File: src/rtl/keypad_pkg.sv
// keypad_pkg: shared types and helpers for the keypad scanner.
//   state_e     : scanner FSM states (SCAN, DEB_PRESS, HELD)
//   code_w()    : width of a linear key code for a rows x cols matrix
//   DEF_*       : default parameter values for keypad_scan_fifo
package keypad_pkg;

    typedef enum logic [1:0] {
        SCAN      = 2'd0,
        DEB_PRESS = 2'd1,
        HELD      = 2'd2
    } state_e;

    localparam int DEF_ROWS            = 4;
    localparam int DEF_COLS            = 4;
    localparam int DEF_SCAN_CYCLES     = 1000;
    localparam int DEF_DEBOUNCE_CYCLES = 10000;
    localparam int DEF_FIFO_DEPTH      = 8;
    localparam int DEF_REPEAT_CYCLES   = 500000;

    function automatic int code_w(input int rows, input int cols);
        return $clog2(rows * cols);
    endfunction

endpackage

File: src/rtl/keypad_fifo.sv
// keypad_fifo: first-word-fall-through circular buffer.
//   clk, rst      : clock, synchronous active-low reset
//   push_i        : write push_data_i (ignored when full unless popping)
//   push_data_i   : WIDTH-bit entry to write
//   full_o        : DEPTH entries stored
//   pop_i         : consume the head entry (ignored when empty)
//   valid_o       : buffer non-empty, data_o is the head entry
//   data_o        : head entry; holds its last value while empty
// Pointers are one bit wider than the address so full/empty are unambiguous.
module keypad_fifo #(
    parameter int WIDTH = 4,
    parameter int DEPTH = 8
) (
    input  logic             clk,
    input  logic             rst,
    input  logic             push_i,
    input  logic [WIDTH-1:0] push_data_i,
    output logic             full_o,
    input  logic             pop_i,
    output logic             valid_o,
    output logic [WIDTH-1:0] data_o
);

    localparam int AW = $clog2(DEPTH);
    localparam logic [AW:0] LEVEL_ONE = (AW + 1)'(1);

    logic [WIDTH-1:0] mem [DEPTH];
    logic [AW:0]      wr_q, rd_q, rd_inc, level;
    logic [WIDTH-1:0] head_q;
    logic             empty, full, do_push, do_pop, load_mem, load_in;

    assign level   = wr_q - rd_q;
    assign empty   = (wr_q == rd_q);
    assign full    = level[AW];           // level never exceeds DEPTH
    assign rd_inc  = rd_q + 1'b1;
    assign do_pop  = pop_i && !empty;
    assign do_push = push_i && (!full || do_pop);

    // Head register: next stored entry on a pop with more data behind it,
    // or the incoming word when the buffer is (or is about to be) empty.
    assign load_mem = do_pop && (level > LEVEL_ONE);
    assign load_in  = do_push && (empty || (do_pop && level == LEVEL_ONE));

    always_ff @(posedge clk) begin
        if (do_push) begin
            mem[wr_q[AW-1:0]] <= push_data_i;
        end
    end

    always_ff @(posedge clk) begin
        if (!rst) begin
            wr_q   <= '0;
            rd_q   <= '0;
            head_q <= '0;
        end else begin
            if (do_push) wr_q <= wr_q + 1'b1;
            if (do_pop)  rd_q <= rd_inc;
            if (load_mem) begin
                head_q <= mem[rd_inc[AW-1:0]];
            end else if (load_in) begin
                head_q <= push_data_i;
            end
        end
    end

    assign full_o  = full;
    assign valid_o = !empty;
    assign data_o  = head_q;

endmodule

File: src/rtl/keypad_scan_fifo.sv
// keypad_scan_fifo: matrix keypad scanner with debounce and key-code FIFO.
//   clk        : system clock
//   rst        : synchronous reset, active-low
//   fila       : ROWS row sense lines, active-high, asynchronous
//   columna    : COLS one-hot column drive
//   key_code   : head-of-FIFO code, row*COLS+col
//   key_valid  : FIFO non-empty
//   key_ready  : consumer accepts the head entry
//   overflow   : sticky, a key was dropped on a full FIFO
// Optional feature: define KEYPAD_REPEAT_EN to re-push a held key every
// REPEAT_CYCLES cycles.
module keypad_scan_fifo
    import keypad_pkg::*;
#(
    parameter int ROWS            = DEF_ROWS,
    parameter int COLS            = DEF_COLS,
    parameter int SCAN_CYCLES     = DEF_SCAN_CYCLES,
    parameter int DEBOUNCE_CYCLES = DEF_DEBOUNCE_CYCLES,
    parameter int FIFO_DEPTH      = DEF_FIFO_DEPTH,
    parameter int REPEAT_CYCLES   = DEF_REPEAT_CYCLES
) (
    input  logic                                 clk,
    input  logic                                 rst,
    input  logic [ROWS-1:0]                      fila,
    output logic [COLS-1:0]                      columna,
    output logic [code_w(ROWS, COLS)-1:0]        key_code,
    output logic                                 key_valid,
    input  logic                                 key_ready,
    output logic                                 overflow
);

    localparam int CODE_W = code_w(ROWS, COLS);
    localparam int RW     = $clog2(ROWS);
    localparam int CW     = $clog2(COLS);
    localparam int DW     = $clog2(SCAN_CYCLES);
    localparam int BW     = $clog2(DEBOUNCE_CYCLES);
    localparam int PW     = (REPEAT_CYCLES > 1) ? $clog2(REPEAT_CYCLES) : 1;

    localparam logic [CW-1:0] COL_LAST   = CW'(COLS - 1);
    localparam logic [DW-1:0] DWELL_LAST = DW'(SCAN_CYCLES - 1);
    localparam logic [BW-1:0] DEB_LAST   = BW'(DEBOUNCE_CYCLES - 1);
    localparam logic [PW-1:0] REP_LAST   = PW'(REPEAT_CYCLES - 1);

`ifdef KEYPAD_REPEAT_EN
    localparam bit REPEAT_ON = 1'b1;
`else
    localparam bit REPEAT_ON = 1'b0;
`endif

    state_e            state_q, state_d;
    logic [ROWS-1:0]   fs_meta_q, fs_q;
    logic [CW-1:0]     col_q, col_d, col_nxt;
    logic [DW-1:0]     dwell_q, dwell_d;
    logic [BW-1:0]     deb_q, deb_d;
    logic [PW-1:0]     rep_q, rep_d;
    logic [RW-1:0]     row_q, row_d, low_row;
    logic              ovf_q, ovf_d;
    logic              push, cand_hit, fifo_full, pop;
    logic [CODE_W-1:0] push_code;

    // One-hot column drive from the column index.
    genvar gi;
    generate
        for (gi = 0; gi < COLS; gi++) begin : g_col
            assign columna[gi] = (col_q == CW'(gi));
        end
    endgenerate

    // Lowest set row wins when several rows are active.
    always_comb begin
        low_row = '0;
        for (int i = ROWS - 1; i >= 0; i--) begin
            if (fs_q[i]) low_row = RW'(i);
        end
    end

    // The column is frozen during DEB_PRESS/HELD, so col_q is the candidate column.
    assign cand_hit  = fs_q[row_q];
    assign col_nxt   = (col_q == COL_LAST) ? '0 : col_q + 1'b1;
    assign push_code = CODE_W'(row_q) * CODE_W'(COLS) + CODE_W'(col_q);
    assign pop       = key_valid && key_ready;

    always_comb begin
        state_d = state_q;
        col_d   = col_q;
        dwell_d = dwell_q;
        deb_d   = deb_q;
        rep_d   = rep_q;
        row_d   = row_q;
        push    = 1'b0;
        unique case (state_q)
            SCAN: begin
                if (dwell_q == DWELL_LAST) begin
                    dwell_d = '0;
                    if (fs_q == '0) begin
                        col_d = col_nxt;
                    end else begin
                        row_d   = low_row;
                        deb_d   = '0;
                        state_d = DEB_PRESS;
                    end
                end else begin
                    dwell_d = dwell_q + 1'b1;
                end
            end
            DEB_PRESS: begin
                if (!cand_hit) begin
                    state_d = SCAN;     // bounce: re-dwell on the same column
                    dwell_d = '0;
                end else if (deb_q == DEB_LAST) begin
                    push    = 1'b1;
                    deb_d   = '0;
                    rep_d   = '0;
                    state_d = HELD;
                end else begin
                    deb_d = deb_q + 1'b1;
                end
            end
            HELD: begin
                if (cand_hit) begin
                    deb_d = '0;
                    if (REPEAT_ON) begin
                        if (rep_q == REP_LAST) begin
                            push  = 1'b1;
                            rep_d = '0;
                        end else begin
                            rep_d = rep_q + 1'b1;
                        end
                    end
                end else begin
                    rep_d = '0;         // release restarts the repeat period
                    if (deb_q == DEB_LAST) begin
                        state_d = SCAN;
                        dwell_d = '0;
                        col_d   = col_nxt;
                    end else begin
                        deb_d = deb_q + 1'b1;
                    end
                end
            end
            default: state_d = SCAN;
        endcase
    end

    // A push is lost only when full and no pop frees a slot that same cycle.
    assign ovf_d = ovf_q | (push & fifo_full & ~pop);

    always_ff @(posedge clk) begin
        if (!rst) begin
            state_q   <= SCAN;
            fs_meta_q <= '0;
            fs_q      <= '0;
            col_q     <= '0;
            dwell_q   <= '0;
            deb_q     <= '0;
            rep_q     <= '0;
            row_q     <= '0;
            ovf_q     <= 1'b0;
        end else begin
            state_q   <= state_d;
            fs_meta_q <= fila;
            fs_q      <= fs_meta_q;
            col_q     <= col_d;
            dwell_q   <= dwell_d;
            deb_q     <= deb_d;
            rep_q     <= rep_d;
            row_q     <= row_d;
            ovf_q     <= ovf_d;
        end
    end

    keypad_fifo #(
        .WIDTH (CODE_W),
        .DEPTH (FIFO_DEPTH)
    ) u_fifo (
        .clk         (clk),
        .rst         (rst),
        .push_i      (push),
        .push_data_i (push_code),
        .full_o      (fifo_full),
        .pop_i       (pop),
        .valid_o     (key_valid),
        .data_o      (key_code)
    );

    assign overflow = ovf_q;

endmodule

File: config.mk
export PLATFORM = sky130hd
export DESIGN_NAME = keypad_scan_fifo
export DESIGN_NICKNAME = d
export VERILOG_FILES = /design/src/rtl/keypad_pkg.sv /design/src/rtl/keypad_fifo.sv /design/src/rtl/keypad_scan_fifo.sv
export SDC_FILE = /design/constraint.sdc
export NUM_CORES = 1
export LEC_CHECK = 0
export ABC_AREA = 1
export BUFFER_PORTS_ARGS = -buffer_cell sky130_fd_sc_hd__buf_2
export CAP_MARGIN = 10
export CORE_MARGIN = 8
export CORE_UTILIZATION = 40
export CTS_CLUSTER_DIAMETER = 150
export DETAILED_ROUTE_END_ITERATION = 7
export HOLD_SLACK_MARGIN = 0.15
export MAX_ROUTING_LAYER = met4
export PLACE_DENSITY = 0.6
export RECOVER_POWER = 50
export SKIP_CTS_REPAIR_TIMING = 1
export SLEW_MARGIN = 20
export SYNTH_ARGS = -nofsm -noshare
export SYNTH_HDL_FRONTEND = slang
export SYNTH_SLANG_ARGS = --single-unit
File: constraint.sdc
create_clock -name clk -period 3.1 [get_ports clk]
set_input_delay 0.62 -clock clk [delete_from_list [all_inputs] [get_ports clk]]
set_output_delay 0.62 -clock clk [all_outputs]
set_load 0.005 [all_outputs]
==> results.sh, run 1 <==
export IMPL_drive_gt1_share_pct=8.24
export IMPL_tightestPinTransition_ns=0.982
export IMPL_cts_reportedPaths_clkPinSlew_ns=0.09
export IMPL_ys_ff_latch=83
export IMPL_grt_pass1_vias=3697
export IMPL_nets=625
export IMPL_clkLatencyLatePin_ns=0.35
export IMPL_ir_worst_vdd_uv=283
export IMPL_setup_viol=0
export IMPL_track_usage_pct=14.3
export IMPL_antenna_found_initial=0
export IMPL_firstDrtPassIters=4
export IMPL_synth_top_family_by_area="simple AND/OR/NAND/NOR gates"
export IMPL_remaining_drc_errors=0
export IMPL_wirelength_um=9320
export IMPL_power_leakage_nw=1.96
export IMPL_synthesis_area_um2=4390
export IMPL_post_route_min_period_ns=2.58
export IMPL_synthArstFlopShare_pct=0
export IMPL_dp_hpwl_um=7040
export IMPL_synth_flop_cell="dfxtp_1"
export IMPL_slew_violations=0
export IMPL_ys_seq_area_share_pct=45.1
export IMPL_worstRegToRegCells=12
export IMPL_syn_to_final_growth_pct=8.37
export IMPL_cts_sinks=83
export IMPL_cts_buffer_depth=2
export IMPL_status="complete, no violations"
export IMPL_synth_adder_area_share_pct=4.73
export IMPL_die_h_um=121
export IMPL_hp_class="reg -> reg"
export IMPL_synth_most_common_cell="nand2_1"
export IMPL_numCtsBuffers=9
export IMPL_clock_skew_ns=0.0113
export IMPL_multiInputGateArea_um2=2070
export IMPL_timing_final_ws_setup_ns=0.522
export IMPL_hold_violations=0
export IMPL_pre_cts_ws_ns=0.625
export IMPL_cts_root_buf="clkbuf_8"
export IMPL_die_w_um=121
export IMPL_grt_max_degree=24
export IMPL_slew_headroom_pct=34.6
export IMPL_dp_cells=731
export IMPL_r2r_setup_slack_ns=0.52
export IMPL_synth_edff_count=32
export IMPL_yosys_warnings=0
export IMPL_whs_ns=0.419
export IMPL_drt_iter0_drc=140
export IMPL_rows=38
export IMPL_ioPinCount=17
export IMPL_wl_per_cell_um=12.5
export IMPL_seq_area_um2=1980
export IMPL_ant_nets=0
export IMPL_core_area_um2=10800
export IMPL_synth_nets=610
export IMPL_end_kind="flop"
export IMPL_tns_ns=0
export IMPL_fmax_mhz=388
export IMPL_cts_tree="built"
export IMPL_synth_compound_area_share_pct=8.34
export IMPL_num_vias=3718
export IMPL_yosys_area_share_simple_pct=33.8
export IMPL_maxCapViolCount=0
export IMPL_worstPathArrival_ns=2.85
export IMPL_critPathLaunchType="flop"
export IMPL_synthTopCellsByArea="dfxtp_1 23%, edfxtp_1 22%, nand2_1 13%"
export IMPL_r2r_start="u_fifo.rd_q[0]$_SDFFE_PN0P_"
export IMPL_p_per_area_nw_per_um2=670
export IMPL_min_period_over_period_pct=83.2
export IMPL_whs_path_depth=2
export IMPL_rsz0062_at_grt="false"
export IMPL_critPathLaunch="u_fifo.rd_q[0]$_SDFFE_PN0P_"
export IMPL_htree_levels=3
export IMPL_synth_common_cells="148 x nand2_1, 88 x nor2_1, 57 x inv_1"
export IMPL_vias_per_cell=4.98
export IMPL_netlist_instances=587
export IMPL_synth_cell_type_count=38
export IMPL_grt_pass1_wl_um=16500
export IMPL_dieArea_um2=14600
export IMPL_synthMuxAreaShare_pct=0
export IMPL_fillers=1088
export IMPL_crit_fanout=19
export IMPL_p_total_w=0.00319
export IMPL_synth_top_area_share_pct=23.2
export IMPL_synth_xor_area_share_pct=0.399
export IMPL_synth_largest_area_cell="dfxtp_1"
export IMPL_layout_cells_non_filler=747
export IMPL_min_from="fs_meta_q[3]$_SDFF_PN0_"
export IMPL_grt_ovfl_total=0
export IMPL_start_util_pct=40.7
export IMPL_gp_congestion=0.833
export IMPL_numPortBuffers=16
export IMPL_syn_mean_instance_area_um2=7.49
export IMPL_path_class="reg -> reg"
export IMPL_diodes=0
export IMPL_cp_required_ns=3.37
worst max-delay path, cell delays in order (launching register included):
cell and delay [ns]:
dfxtp_1 0.35, clkbuf_1 0.64, ha_1 0.48, inv_1 0.22, nor2_1 0.14, o21ai_0 0.11, nand2_1 0.14, nand2_1 0.06
nand2_1 0.06, nand3_1 0.06, nand2_1 0.06, nand2_1 0.06, a21oi_1 0.12
kinds of logic after synthesis:
kind of cell,after synthesis
simple gates,339
compound gates,68
xor+xnor,2
buf+inv,79
flops,83
fa+ha+maj,16
flip-flops by register name, summed over array words and instances, names as in the netlist:
register       count
col_q              2
deb_q             14
dwell_q           10
fs_meta_q          4
fs_q               4
overflow           1
row_q              2
state_q            2
u_fifo.data_o      4
u_fifo.mem        32
u_fifo.rd_q        4
u_fifo.wr_q        4
power by group:
part           leakage [nW]  switching, W  internal (W)  total, W
sequential            0.704     0.0000543       0.00119   0.00124
clock                 0.107      0.000432      0.000396  0.000828
combinational          1.15      0.000777      0.000345   0.00112
placed cells by master (no fill, tap or decap), types with 2 or more instances in the layout:
master    count
edfxtp_1     32
dfxtp_1      51
a211oi_1      2
a31o_2        2
nor2_4        2
nand3_1      47
nor3_1       17
o21ai_0      27
nand4_1      18
nor2_1       89
inv_2         6
nand2_2       7
inv_1        58
nand3_2       2
a21oi_1      31
clkbuf_1      8
clkbuf_8      9
ha_1         15
buf_2        10
inv_8         4
nand2_1     150
cell type report:
| cell class | instances | share of cell area (%) |
|---|---|---|
| Timing Repair Buffer | 18 | 1.68 |
| Inverter | 65 | 5.12 |
| Sequential cell | 83 | 41.6 |
| Clock buffer | 9 | 2.60 |
| Multi-Input combinational cell | 425 | 43.4 |
| Clock inverter | 7 | 1.92 |
| Tap cell | 140 | 3.68 |
metal layers:
layer / GRT usage, % / part of all wire [%]
met5: - / 0
met4: 5.54 / 1.8
met3: 2.84 / 3.4
met2: 24.6 / 50
met1: 16.0 / 45
worst paths after layout:
check                                                      to
worst max-delay path            u_fifo.data_o[0]$_SDFFE_PN0P_
worst min-delay path                       fs_q[3]$_SDFF_PN0_
worst max register to register  u_fifo.data_o[0]$_SDFFE_PN0P_
worst min register to register             fs_q[3]$_SDFF_PN0_
stage by stage:
step / instance area [µm²] / util (%)
after floorplan: 4390 / -
after global placement: 4570 / 42.4
after detailed placement: 4570 / 42.4
after CTS: 4790 / 44.4
after global routing: 4760 / 44.1
final: 4760 / 44.1
(Power assumes the default switching activity.)
==> run 2: changes to the inputs <==
==> constraint.sdc (replaced) <==
create_clock -name clk -period 2.6 [get_ports clk]
set_input_delay 0.52 -clock clk [delete_from_list [all_inputs] [get_ports clk]]
set_output_delay 0.52 -clock clk [all_outputs]
set_load 0.005 [all_outputs]
==> results.sh, run 2 (same netlist as run 1, synthesis figures left out) <==
export IMPL_cp_top_family="simple AND/OR/NAND/NOR gates"
export IMPL_vias_per_cell=4.96
export IMPL_crit_top_cell="nand2_1"
export IMPL_rsz0062_at_grt="true"
export IMPL_dieArea_um2=14600
export IMPL_cts_tree="built"
export IMPL_grt_ovfl_total=0
export IMPL_largest_reg_flops=32
export IMPL_num_vias=3789
export IMPL_maxCapViolCount=0
export IMPL_cp_slowest_stage_delay_ns=0.43
export IMPL_rows=38
export IMPL_clkLatencyLatePin_ns=0.36
export IMPL_tightestPinTransition_ns=1.12
export IMPL_clock_skew_ns=0.0160
export IMPL_power_leakage_nw=2.01
export IMPL_cp_cell_sequence="inv_1 -> ha_1 -> nand2_1 -> nor2_1 -> nand2_1 -> nand2_2 -> nand3_1 -> nand2_1 -> inv_2 -> nand2_1 -> nor3_1"
export IMPL_critPathLaunchType="flop"
export IMPL_gp_congestion=0.869
export IMPL_post_route_min_period_ns=2.47
export IMPL_layout_common_cells="150 x nand2_1, 88 x nor2_1, 57 x inv_1, 51 x dfxtp_1, 47 x nand3_1"
export IMPL_hp_class="in -> reg"
export IMPL_core_area_um2=10800
export IMPL_nets=642
export IMPL_fmax_mhz=406
export IMPL_dp_hpwl_um=7240
export IMPL_worstRegToRegCells=11
export IMPL_grt_pass1_wl_um=16900
export IMPL_drive_gt1_share_pct=10.1
export IMPL_cts_root_buf="clkbuf_8"
export IMPL_firstDrtPassIters=4
export IMPL_timing_final_ws_setup_ns=0.135
export IMPL_antenna_found_initial=0
export IMPL_holdPathEnd="fs_meta_q[3]$_SDFF_PN0_"
export IMPL_remaining_drc_errors=0
export IMPL_pre_cts_ws_ns=0.190
export IMPL_crit_slowest_cell="nor3_1"
export IMPL_slew_headroom_pct=25.7
export IMPL_cts_buffer_depth=2
export IMPL_cts_reportedPaths_clkPinSlew_ns=0.09
export IMPL_min_period_over_period_pct=94.8
export IMPL_final_common_cell="nand2_1"
export IMPL_status="complete, no violations"
export IMPL_drt_iter0_drc=128
export IMPL_path_buf_inv=2
export IMPL_ant_nets=0
export IMPL_numCtsBuffers=9
export IMPL_r2r_setup_slack_ns=0.13
export IMPL_min_from="fila[3]"
export IMPL_hold_violations=0
export IMPL_die_w_um=121
export IMPL_ir_worst_vdd_uv=355
export IMPL_numPortBuffers=16
export IMPL_whs_path_depth=3
export IMPL_path_class="reg -> reg"
export IMPL_wl_per_cell_um=12.7
export IMPL_slew_violations=0
export IMPL_r2r_start="u_fifo.rd_q[2]$_SDFFE_PN0P_"
export IMPL_grt_max_degree=23
export IMPL_grt_pass1_vias=3836
export IMPL_track_usage_pct=14.6
export IMPL_worstPathArrival_ns=2.47
export IMPL_crit_fanout=7
export IMPL_reg2reg_to="u_fifo.mem[2][1]$_DFFE_PP_"
export IMPL_cts_sinks=83
export IMPL_fin_util_pct=44.9
export IMPL_ioPinCount=17
export IMPL_wirelength_um=9680
export IMPL_die_h_um=121
export IMPL_syn_to_final_growth_pct=10.2
export IMPL_diodes=0
export IMPL_start_util_pct=40.7
export IMPL_setup_viol=0
export IMPL_cp_required_ns=2.60
export IMPL_end_kind="flop"
export IMPL_p_per_area_nw_per_um2=767
export IMPL_htree_levels=3
==> run 2: area by class of cell <==
| type | count | area, µm² |
|---|---|---|
| clock inverter | 7 | 51.3 |
| timing repair buffer | 35 | 194 |
| fill | 1101 | 5950 |
| sequential | 83 | 1980 |
| clock buffer | 9 | 124 |
| tap | 140 | 175 |
| multi-input combinational | 425 | 2070 |
| inverter | 65 | 244 |
==> run 2: worst register-to-register path, delay by kind of cell (launching register included) <==
| family | cells | cell delay [ns] |
|---|---|---|
| buf+inv | 2 | 0.19 |
| fa+ha+maj | 1 | 0.35 |
| flops | 1 | 0.38 |
| simple gates | 8 | 1.20 |
==> run 2: worst max path at each step <==
stage | cells past startpoint | to | startpoint | slack (ns)
3_5_place_dp | 9 | u_fifo.mem[2][0]$_DFFE_PP_ | u_fifo.rd_q[2]$_SDFFE_PN0P_ | 0.19
6_report | 11 | u_fifo.mem[2][1]$_DFFE_PP_ | u_fifo.rd_q[2]$_SDFFE_PN0P_ | 0.13
4_1_cts | 9 | u_fifo.mem[2][0]$_DFFE_PP_ | u_fifo.rd_q[2]$_SDFFE_PN0P_ | 0.18
5_1_grt | 9 | u_fifo.mem[2][0]$_DFFE_PP_ | u_fifo.rd_q[2]$_SDFFE_PN0P_ | -0.03
2_1_floorplan | 11 | u_fifo.mem[1][0]$_DFFE_PP_ | u_fifo.rd_q[1]$_SDFFE_PN0P_ | 0.43
3_3_place_gp | 11 | u_fifo.mem[2][0]$_DFFE_PP_ | u_fifo.rd_q[1]$_SDFFE_PN0P_ | 0.30
==> run 2: report_power, final <==
part           switching (W)  internal, W
Clock               0.000494     0.000352
Combinational       0.000955     0.000444
Sequential         0.0000546      0.00141
Total                0.00150      0.00221
==> run 2: stage by stage <==
| step | cell area, µm² | hold WS, ns | cells | setup TNS [ns] | power [W] |
|---|---|---|---|---|---|
| floorplan | 4390 | 0.390 | 587 | 0 | 0.00255 |
| global placement | 4700 | 0.399 | 748 | 0 | 0.00288 |
| detailed placement | 4700 | 0.398 | 748 | 0 | 0.00291 |
| CTS | 4880 | 0.334 | 764 | 0 | 0.00376 |
| global route | 4840 | 0.349 | 764 | -0.142 | 0.00401 |
| finish | 4840 | 0.350 | 764 | 0 | 0.00371 |
==> run 2: per-layer routing <==
| layer | up-vias | routed length (µm) | share of wire (%) | track usage [%] |
|---|---|---|---|---|
| met2 | 55 | 4770 | 49 | 25.9 |
| met3 | 26 | 375 | 3.9 | 2.98 |
| met1 | 1713 | 4260 | 44 | 15.4 |
| met4 | 0 | 267 | 2.8 | 6.64 |
| met5 | - | 0 | 0 | - |
| li1 | 1995 | - | - | - |
==> run 3: changes to the inputs <==
--- a/config.mk
+++ b/config.mk
@@ -7,7 +7,7 @@
 export LEC_CHECK = 0
 export ABC_AREA = 1
 export BUFFER_PORTS_ARGS = -buffer_cell sky130_fd_sc_hd__buf_2
-export CAP_MARGIN = 10
+export CAP_MARGIN = 40
 export CORE_MARGIN = 8
 export CORE_UTILIZATION = 40
 export CTS_CLUSTER_DIAMETER = 150
@@ -20,4 +20,5 @@
 export SLEW_MARGIN = 20
 export SYNTH_ARGS = -nofsm -noshare
 export SYNTH_HDL_FRONTEND = slang
+export SYNTH_HIERARCHICAL = 1
 export SYNTH_SLANG_ARGS = --single-unit
==> results.sh, run 3 <==
export IMPL_cts_tree="built"
export IMPL_cp_required_ns=2.63
export IMPL_reg2reg_to="u_fifo/mem[1][0]$_DFFE_PP_"
export IMPL_syn_to_final_growth_pct=9.69
export IMPL_ant_nets=0
export IMPL_slew_violations=38
export IMPL_hp_class="in -> reg"
export IMPL_min_from="fila[2]"
export IMPL_start_util_pct=40.3
export IMPL_whs_path_depth=3
export IMPL_clock_skew_ns=0.00792
export IMPL_worstRegToRegCells=13
export IMPL_synth_edff_count=32
export IMPL_r2r_setup_slack_ns=0.14
export IMPL_numPortBuffers=16
export IMPL_pre_cts_ws_ns=0.0825
export IMPL_netlist_instances=646
export IMPL_timing_final_ws_setup_ns=0.138
export IMPL_cp_slowest_stage_delay_ns=0.37
export IMPL_gp_congestion=0.868
export IMPL_post_route_min_period_ns=2.46
export IMPL_crit_fanout=8
export IMPL_worstPathArrival_ns=2.50
export IMPL_synthArstFlopShare_pct=0
export IMPL_rows=40
export IMPL_cts_buffer_depth=2
export IMPL_htree_levels=3
export IMPL_antenna_found_initial=0
export IMPL_fmax_mhz=406
export IMPL_track_usage_pct=14.2
export IMPL_vias_per_cell=4.86
export IMPL_synth_nets=669
export IMPL_power_leakage_nw=2.25
export IMPL_cp_cell_sequence="inv_1 -> ha_1 -> nand2_1 -> clkinv_1 -> nand3_4 -> nand2_1 -> inv_1 -> nand2_8 -> nand2_1 -> nand2_1 -> nor2_1 -> inv_1 -> nor2_2"
export IMPL_diodes=0
export IMPL_numCtsBuffers=9
export IMPL_grt_pass1_vias=3832
export IMPL_cts_root_buf="clkbuf_16"
export IMPL_largest_reg_flops=32
export IMPL_cts_reportedPaths_clkPinSlew_ns=0.07
export IMPL_grt_pass1_wl_um=17600
export IMPL_synth_flop_cell="dfxtp_1"
export IMPL_synthesis_area_um2=4760
export IMPL_synth_cell_type_count=38
export IMPL_clkLatencyLatePin_ns=0.35
export IMPL_grt_ovfl_total=0
export IMPL_dp_hpwl_um=7460
export IMPL_failed_checks="max-capacitance violations, max-slew violations"
export IMPL_end_kind="flop"
export IMPL_final_common_cell="nand2_1"
export IMPL_hold_violations=0
export IMPL_die_w_um=125
export IMPL_status="complete, but fails checks"
export IMPL_p_per_area_nw_per_um2=505
export IMPL_synth_most_common_cell="nand2_1"
export IMPL_synth_largest_area_cell="dfxtp_1"
export IMPL_r2r_start="u_fifo/rd_q[2]$_SDFFE_PN0P_"
export IMPL_ys_seq_area_share_pct=41.6
export IMPL_synth_common_cells="190 x nand2_1, 82 x nor2_1, 73 x inv_1"
export IMPL_firstDrtPassIters=4
export IMPL_p_total_w=0.00264
export IMPL_min_period_over_period_pct=94.7
export IMPL_grt_max_degree=38
export IMPL_die_h_um=125
export IMPL_slew_headroom_pct=-8.70
export IMPL_remaining_drc_errors=0
export IMPL_syn_mean_instance_area_um2=7.37
export IMPL_crit_top_cell="nand2_1"
export IMPL_wirelength_um=10300
export IMPL_ioPinCount=17
export IMPL_cts_sinks=83
export IMPL_num_vias=3972
export IMPL_yosys_warnings=6
export IMPL_layout_common_cells="191 x nand2_1, 79 x nor2_1, 73 x inv_1, 69 x nand3_1, 51 x dfxtp_1"
export IMPL_wl_per_cell_um=12.6
export IMPL_drt_iter0_drc=158
export IMPL_path_buf_inv=4
export IMPL_core_area_um2=11800
export IMPL_holdPathEnd="fs_meta_q[2]$_SDFF_PN0_"
export IMPL_maxCapViolCount=1
export IMPL_synth_top_area_share_pct=21.4
export IMPL_setup_viol=0
export IMPL_drive_gt1_share_pct=12.2
export IMPL_tightestPinTransition_ns=1.63
export IMPL_rsz0062_at_grt="true"
export IMPL_crit_slowest_cell="dfxtp_1"
export IMPL_synthTopCellsByArea="dfxtp_1 21%, edfxtp_1 20%, nand2_1 15%"
export IMPL_critPathLaunchType="flop"
export IMPL_ir_worst_vdd_uv=278
export IMPL_cp_top_family="simple AND/OR/NAND/NOR gates"
export IMPL_path_class="reg -> reg"
export IMPL_nets=688
export IMPL_dieArea_um2=15700
export IMPL_ys_ff_latch=83
## run 3: worst max-delay path by stage
stage	end	slack [ns]	depth (start not counted)	startpoint
floorplan	u_fifo/mem[1][0]$_DFFE_PP_	0.34	13	u_fifo/rd_q[2]$_SDFFE_PN0P_
global placement	u_fifo/mem[1][2]$_DFFE_PP_	0.18	13	u_fifo/rd_q[2]$_SDFFE_PN0P_
detailed placement	u_fifo/mem[1][0]$_DFFE_PP_	0.08	13	u_fifo/rd_q[2]$_SDFFE_PN0P_
CTS	u_fifo/mem[1][0]$_DFFE_PP_	0.06	13	u_fifo/rd_q[2]$_SDFFE_PN0P_
global route	u_fifo/mem[5][2]$_DFFE_PP_	-0.03	13	u_fifo/rd_q[2]$_SDFFE_PN0P_
finish	u_fifo/mem[1][0]$_DFFE_PP_	0.14	13	u_fifo/rd_q[2]$_SDFFE_PN0P_
## run 3: per-layer routing
metal	up-vias	GRT usage, %	wire (µm)	part of all wire (%)
met5	-	-	0	0
met4	0	6.59	213	2.1
met3	16	3.40	274	2.7
met2	46	24.2	5120	50
met1	1812	15.4	4680	45
li1	2098	-	-	-
## run 3: through the flow
stage / instances / hold WS, ns / util, % / setup TNS [ns] / area (µm²)
global placement: 801 / 0.406 / 42.1 / 0 / 4970
detailed placement: 801 / 0.406 / 42.1 / 0 / 4970
CTS: 817 / 0.345 / 44.5 / 0 / 5250
floorplan: 646 / 0.390 / - / 0 / 4760
finish: 817 / 0.358 / 44.2 / 0 / 5230
global route: 817 / 0.352 / 44.2 / -0.314 / 5230
## run 3: tightest hold or removal path, cell delays in order
cell and delay [ns]:
buf_2 0.08, nand2_1 0.04, inv_1 0.04
## run 3: cell type report
type                       instances  area [µm²]
clock buffer                       9         225
multi-input combinational        465        2340
tap                              147         184
inverter                          81         307
sequential                        83        1980
clock inverter                     7        57.6
timing repair buffer              25         125
fill                            1227        6590
## run 3: power by group
group	internal (W)	switching [W]
Sequential	0.00135	0.00000817
Clock	0.000664	0.000558
Combinational	0.0000205	0.0000373
Total	0.00203	0.000603
## run 3: logic make-up after synthesis
family                   after synthesis  share of synthesized area [%]
buffers and inverters                 98                           9.06
XOR/XNOR                               5                          0.919
flip-flops                            83                           41.6
AND/OR/NAND/NOR                      395                           37.9
adder cells (fa/ha/maj)               16                           4.36
AO/OA/AOI/OAI                         49                           6.15
